### src/rtl/pm_fetch_ctrl_if.sv
// Signal bundle between the pipeline hazard/redirect logic and the fetch sequencer.
// The hazard side uses master; pm_fetch_ctrl uses slave.
interface pm_fetch_ctrl_if #(
    parameter int ADDR_W = 16,
    parameter int CNT_W  = 16
);
    logic              redirect_req;
    logic [ADDR_W-1:0] redirect_target;
    logic              load_use_haz;
    logic              mem_busy;
    logic              halt_req;
    logic              resume;

    logic              pc_mux_sel;
    logic [ADDR_W-1:0] jmp_loc;
    logic              stall;
    logic              stall_pm;
    logic              flush;
    logic              fetch_valid;
    logic              halted;
    logic [CNT_W-1:0]  stall_cnt;
    logic [CNT_W-1:0]  redirect_cnt;

    modport master (
        output redirect_req, redirect_target, load_use_haz, mem_busy, halt_req, resume,
        input  pc_mux_sel, jmp_loc, stall, stall_pm, flush, fetch_valid, halted,
               stall_cnt, redirect_cnt
    );

    modport slave (
        input  redirect_req, redirect_target, load_use_haz, mem_busy, halt_req, resume,
        output pc_mux_sel, jmp_loc, stall, stall_pm, flush, fetch_valid, halted,
               stall_cnt, redirect_cnt
    );
endinterface

### src/rtl/pm_fetch_ctrl.sv
// Fetch-stage sequencer: turns redirect, hazard, memory-wait and halt requests into
// prioritised PC/program-memory controls, IF/ID flush, and saturating perf counters.
module pm_fetch_ctrl #(
    parameter int ADDR_W       = 16,
    parameter int BOOT_CYCLES  = 2,
    parameter int FLUSH_CYCLES = 1,
    parameter int CNT_W        = 16
) (
    input  logic           clk,
    input  logic           reset,
    pm_fetch_ctrl_if.slave bus
);
    typedef enum logic [2:0] {BOOT, RUN, REDIR, FLUSH, HOLD, HALT} state_t;

    localparam logic [3:0] BOOT_LAST  = 4'(BOOT_CYCLES - 1);
    localparam logic [1:0] FLUSH_LAST = 2'(FLUSH_CYCLES - 1);
    localparam state_t     POST_REDIR = (FLUSH_CYCLES > 1) ? FLUSH : RUN;

    state_t            state_q, state_d, resume_q, resume_d;
    logic [3:0]        boot_cnt_q, boot_cnt_d;
    logic [1:0]        flush_cnt_q, flush_cnt_d;
    logic              pending_q, pending_d;
    logic [ADDR_W-1:0] target_q, target_d;
    logic              bubble_d;
    logic              stall_q, stall_d, stall_pm_q, stall_pm_d, flush_q, flush_d;
    logic              fetch_valid_q, fetch_valid_d, halted_q, halted_d;
    logic [CNT_W-1:0]  stall_cnt_q, stall_cnt_d, redirect_cnt_q, redirect_cnt_d;

    always_ff @(posedge clk) begin
        if (reset) begin
            state_q        <= BOOT;
            resume_q       <= RUN;
            boot_cnt_q     <= '0;
            flush_cnt_q    <= '0;
            pending_q      <= 1'b0;
            target_q       <= '0;
            stall_q        <= 1'b1;
            stall_pm_q     <= 1'b1;
            flush_q        <= 1'b1;
            fetch_valid_q  <= 1'b0;
            halted_q       <= 1'b0;
            stall_cnt_q    <= '0;
            redirect_cnt_q <= '0;
        end else begin
            state_q        <= state_d;
            resume_q       <= resume_d;
            boot_cnt_q     <= boot_cnt_d;
            flush_cnt_q    <= flush_cnt_d;
            pending_q      <= pending_d;
            target_q       <= target_d;
            stall_q        <= stall_d;
            stall_pm_q     <= stall_pm_d;
            flush_q        <= flush_d;
            fetch_valid_q  <= fetch_valid_d;
            halted_q       <= halted_d;
            stall_cnt_q    <= stall_cnt_d;
            redirect_cnt_q <= redirect_cnt_d;
        end
    end

    always_comb begin
        state_d     = state_q;
        resume_d    = resume_q;
        boot_cnt_d  = boot_cnt_q;
        flush_cnt_d = flush_cnt_q;
        bubble_d    = 1'b0;
        unique case (state_q)
            BOOT: begin
                if (boot_cnt_q == BOOT_LAST)
                    state_d = (pending_q || bus.redirect_req) ? REDIR : RUN;
                else
                    boot_cnt_d = boot_cnt_q + 4'd1;
            end
            RUN: begin
                if (bus.mem_busy) begin
                    state_d  = HOLD;
                    resume_d = RUN;
                end else if (bus.redirect_req) begin
                    state_d = REDIR;
                end else if (bus.load_use_haz) begin
                    bubble_d = 1'b1;
                end else if (bus.halt_req) begin
                    state_d = HALT;
                end
            end
            REDIR: begin
                flush_cnt_d = FLUSH_LAST;
                if (bus.mem_busy) begin
                    state_d  = HOLD;
                    resume_d = POST_REDIR;
                end else if (bus.redirect_req) begin
                    state_d = REDIR;
                end else begin
                    state_d = POST_REDIR;
                end
            end
            FLUSH: begin
                // The remaining flush count is frozen while HOLD is in effect.
                if (bus.mem_busy) begin
                    state_d  = HOLD;
                    resume_d = FLUSH;
                end else if (bus.redirect_req) begin
                    state_d = REDIR;
                end else if (flush_cnt_q <= 2'd1) begin
                    state_d = RUN;
                end else begin
                    flush_cnt_d = flush_cnt_q - 2'd1;
                end
            end
            HOLD: begin
                if (!bus.mem_busy)
                    state_d = (pending_q || bus.redirect_req) ? REDIR : resume_q;
            end
            HALT: begin
                if (bus.redirect_req)
                    state_d = REDIR;
                else if (bus.resume)
                    state_d = RUN;
            end
            default: state_d = BOOT;
        endcase
    end

    // Every accepted redirect updates the target; it stays pending until REDIR issues it.
    assign target_d  = bus.redirect_req ? bus.redirect_target : target_q;
    assign pending_d = (state_d == REDIR) ? 1'b0 : (pending_q || bus.redirect_req);

    always_comb begin
        stall_d       = 1'b0;
        stall_pm_d    = 1'b0;
        flush_d       = 1'b0;
        fetch_valid_d = 1'b0;
        halted_d      = 1'b0;
        unique case (state_d)
            BOOT: begin
                stall_d    = 1'b1;
                stall_pm_d = 1'b1;
                flush_d    = 1'b1;
            end
            RUN: begin
                fetch_valid_d = 1'b1;
                stall_d       = bubble_d;
                stall_pm_d    = bubble_d;
                flush_d       = bubble_d;
            end
            REDIR, FLUSH: flush_d = 1'b1;
            HOLD: begin
                stall_d       = 1'b1;
                stall_pm_d    = 1'b1;
                fetch_valid_d = fetch_valid_q;
            end
            HALT: begin
                stall_d    = 1'b1;
                stall_pm_d = 1'b1;
                flush_d    = 1'b1;
                halted_d   = 1'b1;
            end
            default: ;
        endcase

        stall_cnt_d = stall_cnt_q;
        if ((state_d == HOLD || bubble_d) && stall_cnt_q != '1)
            stall_cnt_d = stall_cnt_q + CNT_W'(1);
        redirect_cnt_d = redirect_cnt_q;
        if (state_d == REDIR && redirect_cnt_q != '1)
            redirect_cnt_d = redirect_cnt_q + CNT_W'(1);
    end

    assign bus.pc_mux_sel   = (state_q == REDIR);
    assign bus.jmp_loc      = (state_q == REDIR) ? target_q : '0;
    assign bus.stall        = stall_q;
    assign bus.stall_pm     = stall_pm_q;
    assign bus.flush        = flush_q;
    assign bus.fetch_valid  = fetch_valid_q;
    assign bus.halted       = halted_q;
    assign bus.stall_cnt    = stall_cnt_q;
    assign bus.redirect_cnt = redirect_cnt_q;
endmodule

### src/flat_wrapper.sv
// flat-port wrapper written by rule: the top's interface ports become plain ports
module pm_fetch_ctrl_flat 
#(
    parameter int ADDR_W       = 16,
    parameter int BOOT_CYCLES  = 2,
    parameter int FLUSH_CYCLES = 1,
    parameter int CNT_W        = 16
)
  (clk, reset, bus_redirect_req, bus_redirect_target, bus_load_use_haz, bus_mem_busy, bus_halt_req, bus_resume, bus_pc_mux_sel, bus_jmp_loc, bus_stall, bus_stall_pm, bus_flush, bus_fetch_valid, bus_halted, bus_stall_cnt, bus_redirect_cnt);
  pm_fetch_ctrl_if #(.ADDR_W(ADDR_W), .CNT_W(CNT_W)) bus_i ();
  input  logic clk;
  input  logic reset;
  input wire logic [$bits(bus_i.redirect_req)-1:0] bus_redirect_req;
  input wire logic [$bits(bus_i.redirect_target)-1:0] bus_redirect_target;
  input wire logic [$bits(bus_i.load_use_haz)-1:0] bus_load_use_haz;
  input wire logic [$bits(bus_i.mem_busy)-1:0] bus_mem_busy;
  input wire logic [$bits(bus_i.halt_req)-1:0] bus_halt_req;
  input wire logic [$bits(bus_i.resume)-1:0] bus_resume;
  output wire logic [$bits(bus_i.pc_mux_sel)-1:0] bus_pc_mux_sel;
  output wire logic [$bits(bus_i.jmp_loc)-1:0] bus_jmp_loc;
  output wire logic [$bits(bus_i.stall)-1:0] bus_stall;
  output wire logic [$bits(bus_i.stall_pm)-1:0] bus_stall_pm;
  output wire logic [$bits(bus_i.flush)-1:0] bus_flush;
  output wire logic [$bits(bus_i.fetch_valid)-1:0] bus_fetch_valid;
  output wire logic [$bits(bus_i.halted)-1:0] bus_halted;
  output wire logic [$bits(bus_i.stall_cnt)-1:0] bus_stall_cnt;
  output wire logic [$bits(bus_i.redirect_cnt)-1:0] bus_redirect_cnt;
  assign bus_i.redirect_req = bus_redirect_req;
  assign bus_i.redirect_target = bus_redirect_target;
  assign bus_i.load_use_haz = bus_load_use_haz;
  assign bus_i.mem_busy = bus_mem_busy;
  assign bus_i.halt_req = bus_halt_req;
  assign bus_i.resume = bus_resume;
  assign bus_pc_mux_sel = bus_i.pc_mux_sel;
  assign bus_jmp_loc = bus_i.jmp_loc;
  assign bus_stall = bus_i.stall;
  assign bus_stall_pm = bus_i.stall_pm;
  assign bus_flush = bus_i.flush;
  assign bus_fetch_valid = bus_i.fetch_valid;
  assign bus_halted = bus_i.halted;
  assign bus_stall_cnt = bus_i.stall_cnt;
  assign bus_redirect_cnt = bus_i.redirect_cnt;
  pm_fetch_ctrl #(.ADDR_W(ADDR_W), .BOOT_CYCLES(BOOT_CYCLES), .FLUSH_CYCLES(FLUSH_CYCLES), .CNT_W(CNT_W)) u_core (.clk(clk), .reset(reset), .bus(bus_i));
endmodule
### config.mk
export PLATFORM = sky130hd
export DESIGN_NAME = pm_fetch_ctrl_flat
export DESIGN_NICKNAME = d
export VERILOG_FILES = /design/src/rtl/pm_fetch_ctrl_if.sv /design/src/rtl/pm_fetch_ctrl.sv /design/src/flat_wrapper.sv
export SDC_FILE = /design/constraint.sdc
export NUM_CORES = 1
export LEC_CHECK = 0
export BUFFER_PORTS_ARGS = -buffer_cell sky130_fd_sc_hd__buf_2
export CORE_MARGIN = 5
export CORE_UTILIZATION = 38
export DETAILED_ROUTE_END_ITERATION = 6
export PLACE_DENSITY_LB_ADDON = 0.3
export SYNTH_ARGS = -nofsm -noshare
export SYNTH_HDL_FRONTEND = slang
export SYNTH_SLANG_ARGS = --single-unit
### constraint.sdc
create_clock -name clk -period 4.3 [get_ports clk]
set_input_delay 0.215 -clock clk [delete_from_list [all_inputs] [get_ports clk]]
set_output_delay 0.215 -clock clk [all_outputs]
set_load 0.02 [all_outputs]
Word level (Yosys, flattened, before mapping):

Cells that the tools add are included.

* flip-flop bits (word level): 65
* input bits: 23
* output and inout port bits: 54
* logic and storage cells: 83

* add/sub/neg operators: 4
* $lt $le $gt $ge: 1
* equality and inequality tests: 18
* muxes and demuxes: 32
* bitwise logic cells: 1
* reduce and logical (&&, ||, !) cells: 15

Operators by type and width (number)
* 2-to-1 mux 3 bit: 15
* adder 16 x 1 -> 16 bit, second input constant: 2
* inequality test 16 bit, second input constant: 2
* one-hot mux 3 bit (6 select lines): 1
* 2-to-1 mux 16 bit: 1
* == test 3 x 2 -> 1 bit, second input constant: 4
* == test 3 bit, second input constant: 4
* 2-to-1 mux 2 bit: 5
* inequality test 2 bit, second input constant: 4
* == test 3 x 1 -> 1 bit, second input constant: 2
* logical NOT 3 bit: 2
* one-hot mux 1 bit (2 select lines): 3
* one-hot mux 3 bit (2 select lines): 1
* 2-to-1 mux 1 bit: 5
* adder 4 x 1 -> 4 bit, second input constant: 1
* == test 4 x 1 -> 1 bit, second input constant: 1
* one-hot mux 2 bit (2 select lines): 1
* AND reduction 4 bit: 1
* nonzero test 2 bit: 2
* OR reduction 2 bit: 2
* OR reduction 4 bit: 1
* AND reduction 3 bit: 1
* OR reduction 3 bit: 1
* <= comparator 2 x 1 -> 1 bit, second input constant: 1
* 6 further kinds: 8

Depth between registers and ports, before layout:

Gate-level depths: netlist of the first run.

* word-level depth: 8
* gate-level depth with buffers: 9
* gate-level depth less buffers: 8

Worst setup path before layout of the first run:

Ideal clock, no wire load.

* path kind: flip-flop to output port
* from: reg u_core.state_q[1]
* to: out bus_jmp_loc[10]
* arrival: 1.683 ns
* required time: 4.085 ns
* slack: 2.402 ns
* cell stages (with the launch flop): 6
* path buffers: 2
* cell sequence: dfxtp_1 > buf_2 > nor2b_1 > nor2b_1 > clkbuf_1 > and2_1

* word-level cells in the longest chain between the ends: 2

RTL lines
* start: declaration: line pm_fetch_ctrl.sv:19 `state_t state_q, state_d, resume_q, resume_d;`
* start signal: assignment: line pm_fetch_ctrl.sv:45 `state_q <= state_d;`
* == test 3 x 2 -> 1 bit
* named net bus_pc_mux_sel: line flat_wrapper.sv:19 `output wire logic [$bits(bus_i.pc_mux_sel)-1:0] bus_pc_mux_sel;`
* 2-to-1 mux 16 bit: line pm_fetch_ctrl.sv:170 `assign bus.jmp_loc = (state_q == REDIR) ? target_q : '0;`
* end: declaration: line flat_wrapper.sv:20 `output wire logic [$bits(bus_i.jmp_loc)-1:0] bus_jmp_loc;`

The timed path passes the listed nets, and every way through them passes these cells.

Worst setup path after layout of the first run:

* from: reg u_core.state_q[1]
* to: out bus_jmp_loc[9]

* word-level cells in the longest chain between the ends: 2

RTL lines (line)
* == test 3 x 2 -> 1 bit: pm_fetch_ctrl.sv:170
* 2-to-1 mux 16 bit: pm_fetch_ctrl.sv:170

Every way passes these cells.

==> results of run 1 <==
[routing by layer]
layer / vias to the layer above / GRT usage [%] / share of wire, %
li1: 1354 / - / -
met3: 8 / 3.753 / 5.5
met1: 1262 / 16.90 / 45
met2: 55 / 22.68 / 49
met4: 0 / 5.596 / 1.1
met5: - / 0 / 0
[flip-flops by register name, indices dropped and copies added (netlist names)]
name	count
u_core.boot_cnt_q	4
u_core.bus.fetch_valid	1
u_core.bus.flush	1
u_core.bus.halted	1
u_core.bus.redirect_cnt	16
u_core.bus.stall	1
u_core.bus.stall_cnt	16
u_core.flush_cnt_q	2
u_core.pending_q	1
u_core.resume_q	1
u_core.state_q	3
u_core.target_q	16
[Yosys cell counts, types with 2 or more instances]
| cell | instances |
|---|---|
| buf_2 | 6 |
| nor3b_1 | 2 |
| nor2b_1 | 3 |
| nand4_1 | 16 |
| a21oi_1 | 11 |
| inv_1 | 3 |
| or3_1 | 5 |
| nor2_1 | 63 |
| o21ai_0 | 8 |
| nand2_1 | 18 |
| a211oi_2 | 2 |
| and4_1 | 3 |
| clkbuf_1 | 8 |
| mux2i_1 | 18 |
| and3_1 | 7 |
| o211ai_1 | 2 |
| xor2_1 | 26 |
| nand3_1 | 15 |
| ha_1 | 5 |
| o21ai_1 | 3 |
| nor3_1 | 5 |
| nand3b_1 | 3 |
| nand4b_1 | 3 |
| buf_4 | 4 |
| and2_1 | 20 |
| dfxtp_1 | 63 |
| nand3_2 | 5 |
[logic make-up (layout without fill, tap and decap cells)]
logic type                 Yosys count  in the layout  synth area share [%]
AOI/OAI and AO/OA                   35             35                 8.005
DFF                                 63             63                 40.96
and+or+nand+nor                    181            181                 31.82
xor gates and xnor gates            27             27                 7.680
muxes                               18             18                 5.851
buffers and inverters               22             96                 3.657
adders and majority gates            5              5                 2.032
[placed cells by master (no fill, tap or decap), types with 7 or more instances in the layout]
cell type,instances
buf_2,76
nor2_1,63
dfxtp_1,63
xor2_1,26
and2_1,20
nand2_1,18
mux2i_1,18
nand4_1,16
nand3_1,15
a21oi_1,11
clkbuf_8,9
o21ai_0,8
and3_1,7
[final cells by class]
cell class / count / area (sq um)
clock buffer: 9 / 123.9
clock inverter: 7 / 72.57
fill: 821 / 4118
inverter: 3 / 11.26
multi-input combinational: 266 / 1705
sequential: 63 / 1261
tap: 102 / 127.6
timing repair buffer: 77 / 387.9
[report_power, final]
part           switching, mW  internal [mW]
Clock                  0.239          0.268
Combinational          0.214          0.127
Sequential            0.0524          0.627
Total                  0.506           1.02
[final timing paths]
kind | start | to | slack (ps) | depth (start not counted)
max | u_core.state_q[1]$_SDFF_PP0_ | bus_jmp_loc[9] | 1740 | 4
min | bus_redirect_target[8] | u_core.target_q[8]$_SDFFE_PP0P_ | 120 | 3
max reg2reg | u_core.state_q[2]$_SDFF_PP0_ | u_core.bus.redirect_cnt[3]$_SDFFE_PP0P_ | 1910 | 6
min reg2reg | u_core.bus.fetch_valid$_SDFFE_PP0P_ | u_core.bus.fetch_valid$_SDFFE_PP0P_ | 480 | 2
[per-stage QoR]
stage	area [sq um]	std cells	total power, mW	hold WS (ps)
CTS	3690	527	1.552	107.9
global placement	3493	511	1.029	454.8
global route	3690	527	1.626	116.8
finish	3690	527	1.527	116.7
floorplan	3079	351	0.9596	361.8
detailed placement	3493	511	1.038	466.7
[worst reg2reg max path, delay by kind of cell, from the launching register on]
family / cells / cell delay (ps)
AND/OR/NAND/NOR: 4 / 1100
flip-flops: 1 / 630
AO/OA/AOI/OAI: 2 / 600
==> impl_metrics.json, run 1 <==
{
  "status": "finished, final reports clean",
  "hp-class": "in2reg",
  "clock_latency_ps": 340,
  "htree_levels": 3,
  "worstSetupPathType": "reg2out",
  "crit_path_cell_trace": "nor2b_1 -> nor2b_1 -> and2_1 -> buf_2",
  "hold_viol_final": 0,
  "timing.setup.tns_ps": 0,
  "synth_area_sq_um": 3079,
  "synth_edf_count": 0,
  "num-nets-final": 448,
  "drive_above_1_share_pct": 26.12,
  "critPathMaxFanout": 17,
  "ir_drop_mv": 0.1937,
  "clockRootBuffer": "clkbuf_8",
  "slew_headroom_pct": 40.29,
  "track_usage_pct": 13.73,
  "cpMostUsedCell": "nor2b_1",
  "setup_viol": 0,
  "ant_nets": 0,
  "syn_avg_cell_area_sq_um": 8.773,
  "cts_buffers": 9,
  "synth_top_area_share_pct": 40.96,
  "preCtsSetupSlack_ps": 1933,
  "fmax_ghz": 0.3906,
  "cp_top_family": "simple AND/OR/NAND/NOR gates",
  "die_area_sq_um": 10000,
  "fin_crit_ps": 2560,
  "io_buffers": 76,
  "via_per_inst": 5.083,
  "finClkSkew_ps": 10.16,
  "powerDensity_nw_per_um2": 414.0,
  "hpwl_microns": 4857,
  "die_h_microns": 100.0,
  "power_leakage_nw": 1.610,
  "cts.repair.resized": 0,
  "area_growth_pct": 19.83,
  "max-cap-violations": 0,
  "maxSlewViolCount": 0,
  "yosysTopAreaCell": "dfxtp_1",
  "cp-end-kind": "primary output",
  "yosysUniqueCellTypes": 51,
  "synth_warnings": 0,
  "drt_drc_violations_left": 0,
  "finalWorstSetupSlack_ps": 1740,
  "io_pins": 77,
  "clk_pin_slew_ps": 70,
  "fin_util_pct": 47.26,
  "crit_required_ps": 4090,
  "drt-initial-drc-count": 102,
  "post-cts-setup-buffers": 0,
  "rsz0062_at_grt": "no",
  "fin_crit_sh_pct": 59.54,
  "avgRoutedWirePerCell_microns": 12.81,
  "synthFlopType": "dfxtp_1",
  "synth_area_leaders": "dfxtp_1 41%, nor2_1 7.7%, xor2_1 7.4%",
  "gp_congestion": 0.7923,
  "cts_sinks": 63,
  "design.core.area_sq_um": 7807,
  "netlist_instances": 351,
  "num_vias": 2679,
  "overflow": 0,
  "synth-seq-area-share_pct": 40.96,
  "firstDrtPassIters": 4,
  "critPathArrivalTime_ps": 2350,
  "tritoncts": "done",
  "crit_slowest_cell": "nor2b_1",
  "die_w_microns": 100.0,
  "synth_nets": 379,
  "grt_pass1_wl_microns": 11300,
  "hold_buffers": 0,
  "synthArstFlopShare_pct": 0,
  "wl_microns": 6752,
  "grt_pass1_vias": 2519,
  "rows": 32,
  "diodes": 0,
  "grt_antenna_before_repair": 0,
  "initial_utilization_pct": 39.44,
  "cts_buffer_depth": 2,
  "critPathLaunchType": "register",
  "cp_slowest_stage_delay_ps": 740,
  "ys_ff_latch": 63,
  "grt_max_degree": 41,
  "max_slew.worst_pin.slew_ps": 893.9,
  "crit_buf_inv": 1
}
No activity file was read; power rests on OpenSTA's default activity.
==> run 2: changes to the inputs <==
==> constraint.sdc (replaced) <==
create_clock -name clk -period 2.6 [get_ports clk]
set_input_delay 0.13 -clock clk [delete_from_list [all_inputs] [get_ports clk]]
set_output_delay 0.13 -clock clk [all_outputs]
set_load 0.02 [all_outputs]
==> run 2 against run 1 <==
Compared with the run above:
- clock power up 92%
- setup slack worse by 1200 ps
- global-route usage up 0.45 points
- critical path type is now reg2reg
- highest routed layer unchanged
==> impl_metrics.json, run 2 (synthesized netlist as in run 1, its figures left out) <==
{
  "via_per_inst": 5.008,
  "setup_viol": 0,
  "io_buffers": 76,
  "status": "finished, final reports clean",
  "combPwrFrac_pct": 22.1,
  "max-cap-violations": 0,
  "cts_buffer_depth": 2,
  "htree_levels": 3,
  "drt_drc_violations_left": 0,
  "clk_pin_slew_ps": 80,
  "initial_utilization_pct": 39.44,
  "critPathArrivalTime_ps": 2340,
  "firstDrtPassIters": 5,
  "mostFrequentLayoutCell": "buf_2",
  "netSwitchingPower_mw": 0.8442,
  "fin_crit_ps": 2079,
  "clock_latency_ps": 340,
  "post-cts-setup-buffers": 0,
  "power_leakage_nw": 1.644,
  "rows": 32,
  "clockRootBuffer": "clkbuf_8",
  "worstSetupPathType": "reg2reg",
  "grt_pass1_wl_microns": 11650,
  "critPathLaunchType": "register",
  "power.internal_mw": 1.832,
  "tritoncts": "done",
  "rsz0062_at_grt": "no",
  "fin_crit_sh_pct": 79.96,
  "hold_buffers": 0,
  "grt_max_degree": 36,
  "maxSlewViolCount": 0,
  "timing.setup.tns_ps": 0,
  "ant_nets": 0,
  "overflow": 0,
  "critPathMaxFanout": 15,
  "die_h_microns": 100.0,
  "num_vias": 2659,
  "area_growth_pct": 21.90,
  "finClkSkew_ps": 11.47,
  "die_w_microns": 100.0,
  "hold_viol_final": 0,
  "gp_congestion": 0.7968,
  "slew_headroom_pct": 57.61,
  "drt-initial-drc-count": 91,
  "seqPwrFrac_pct": 41.6,
  "io_pins": 77,
  "track_usage_pct": 14.18,
  "cts_buffers": 9,
  "fmax_ghz": 0.4810,
  "design.core.area_sq_um": 7807,
  "cts.repair.resized": 0,
  "final_cell_mix": "76 x buf_2, 63 x nor2_1, 63 x dfxtp_1",
  "grt_pass1_vias": 2509,
  "powerDensity_nw_per_um2": 712.9,
  "drive_above_1_share_pct": 26.81,
  "hold_ws_ps": 20.11,
  "swShare_pct": 31.55,
  "max_slew.worst_pin.slew_ps": 635.8,
  "cp-end-kind": "register",
  "cts_sinks": 63,
  "die_area_sq_um": 10000,
  "num-nets-final": 452,
  "ir_drop_mv": 0.3034,
  "wl_microns": 6979,
  "hpwl_microns": 4943,
  "diodes": 0,
  "crit_required_ps": 2870,
  "grt_antenna_before_repair": 0,
  "clkPwrFrac_pct": 36.3,
  "avgRoutedWirePerCell_microns": 13.14,
  "hp-class": "in2reg"
}
[run 2: cell types whose count changed in the layout (fill, tap and decap cells not counted)]
| cell | change |
|---|---|
| clkbuf_8 | +1 |
| bufinv_16 | +1 |
| buf_4 | +4 |
| clkinv_2 | -2 |
[run 2: worst paths after layout]
kind                                       startpoint                                 endpoint  slack [ps]  cells past startpoint
hold / removal                 bus_redirect_target[7]          u_core.target_q[7]$_SDFFE_PP0P_          20                      3
setup / recovery         u_core.state_q[0]$_SDFF_PP0_  u_core.bus.redirect_cnt[4]$_SDFFE_PP0P_         520                      7
setup reg to reg         u_core.state_q[0]$_SDFF_PP0_  u_core.bus.redirect_cnt[4]$_SDFFE_PP0P_         520                      7
hold reg to reg   u_core.bus.fetch_valid$_SDFFE_PP0P_      u_core.bus.fetch_valid$_SDFFE_PP0P_         480                      2
[run 2: metal layers]
layer / part of all wire, % / track usage [%]
met1: 46 / 17.98
met2: 47 / 22.63
met3: 6.3 / 4.587
met4: 1.1 / 5.078
met5: 0 / 0
[run 2: worst max-delay path, cell delays in order (launching register included)]
cell and delay (ps):
dfxtp_1 450, o21ba_1 300, o221ai_2 100, o211ai_2 330
buf_4 220, nand2_1 90, or3_1 360, a21oi_1 150
[run 2: power by group through the flow]
stage / logic, mW / registers, mW / clock network (mW)
floorplan: 0.440 / 1.15 / 0
global placement: 0.584 / 1.13 / 0
detailed placement: 0.593 / 1.14 / 0
CTS: 0.597 / 1.11 / 1.01
global route: 0.657 / 1.13 / 1.05
finish: 0.590 / 1.11 / 0.972
[run 2: cell type report]
type / instances / area (sq um)
clock buffer: 10 / 137.6
clock inverter: 6 / 92.59
fill: 791 / 4054
inverter: 3 / 11.26
multi-input combinational: 266 / 1705
sequential: 63 / 1261
tap: 102 / 127.6
timing repair buffer: 81 / 417.9
[run 2: per-stage QoR]
step | util (%) | instances | instance area [sq um] | setup slack, ps | total power [mW]
final | 48.08 | 531 | 3754 | 521.1 | 2.676
after global placement | 45.13 | 515 | 3523 | 657.4 | 1.714
after floorplan | - | 351 | 3079 | 787.4 | 1.587
after CTS | 48.08 | 531 | 3754 | 519.0 | 2.719
after global routing | 48.08 | 531 | 3754 | 369.6 | 2.841
after detailed placement | 45.13 | 515 | 3523 | 542.4 | 1.729
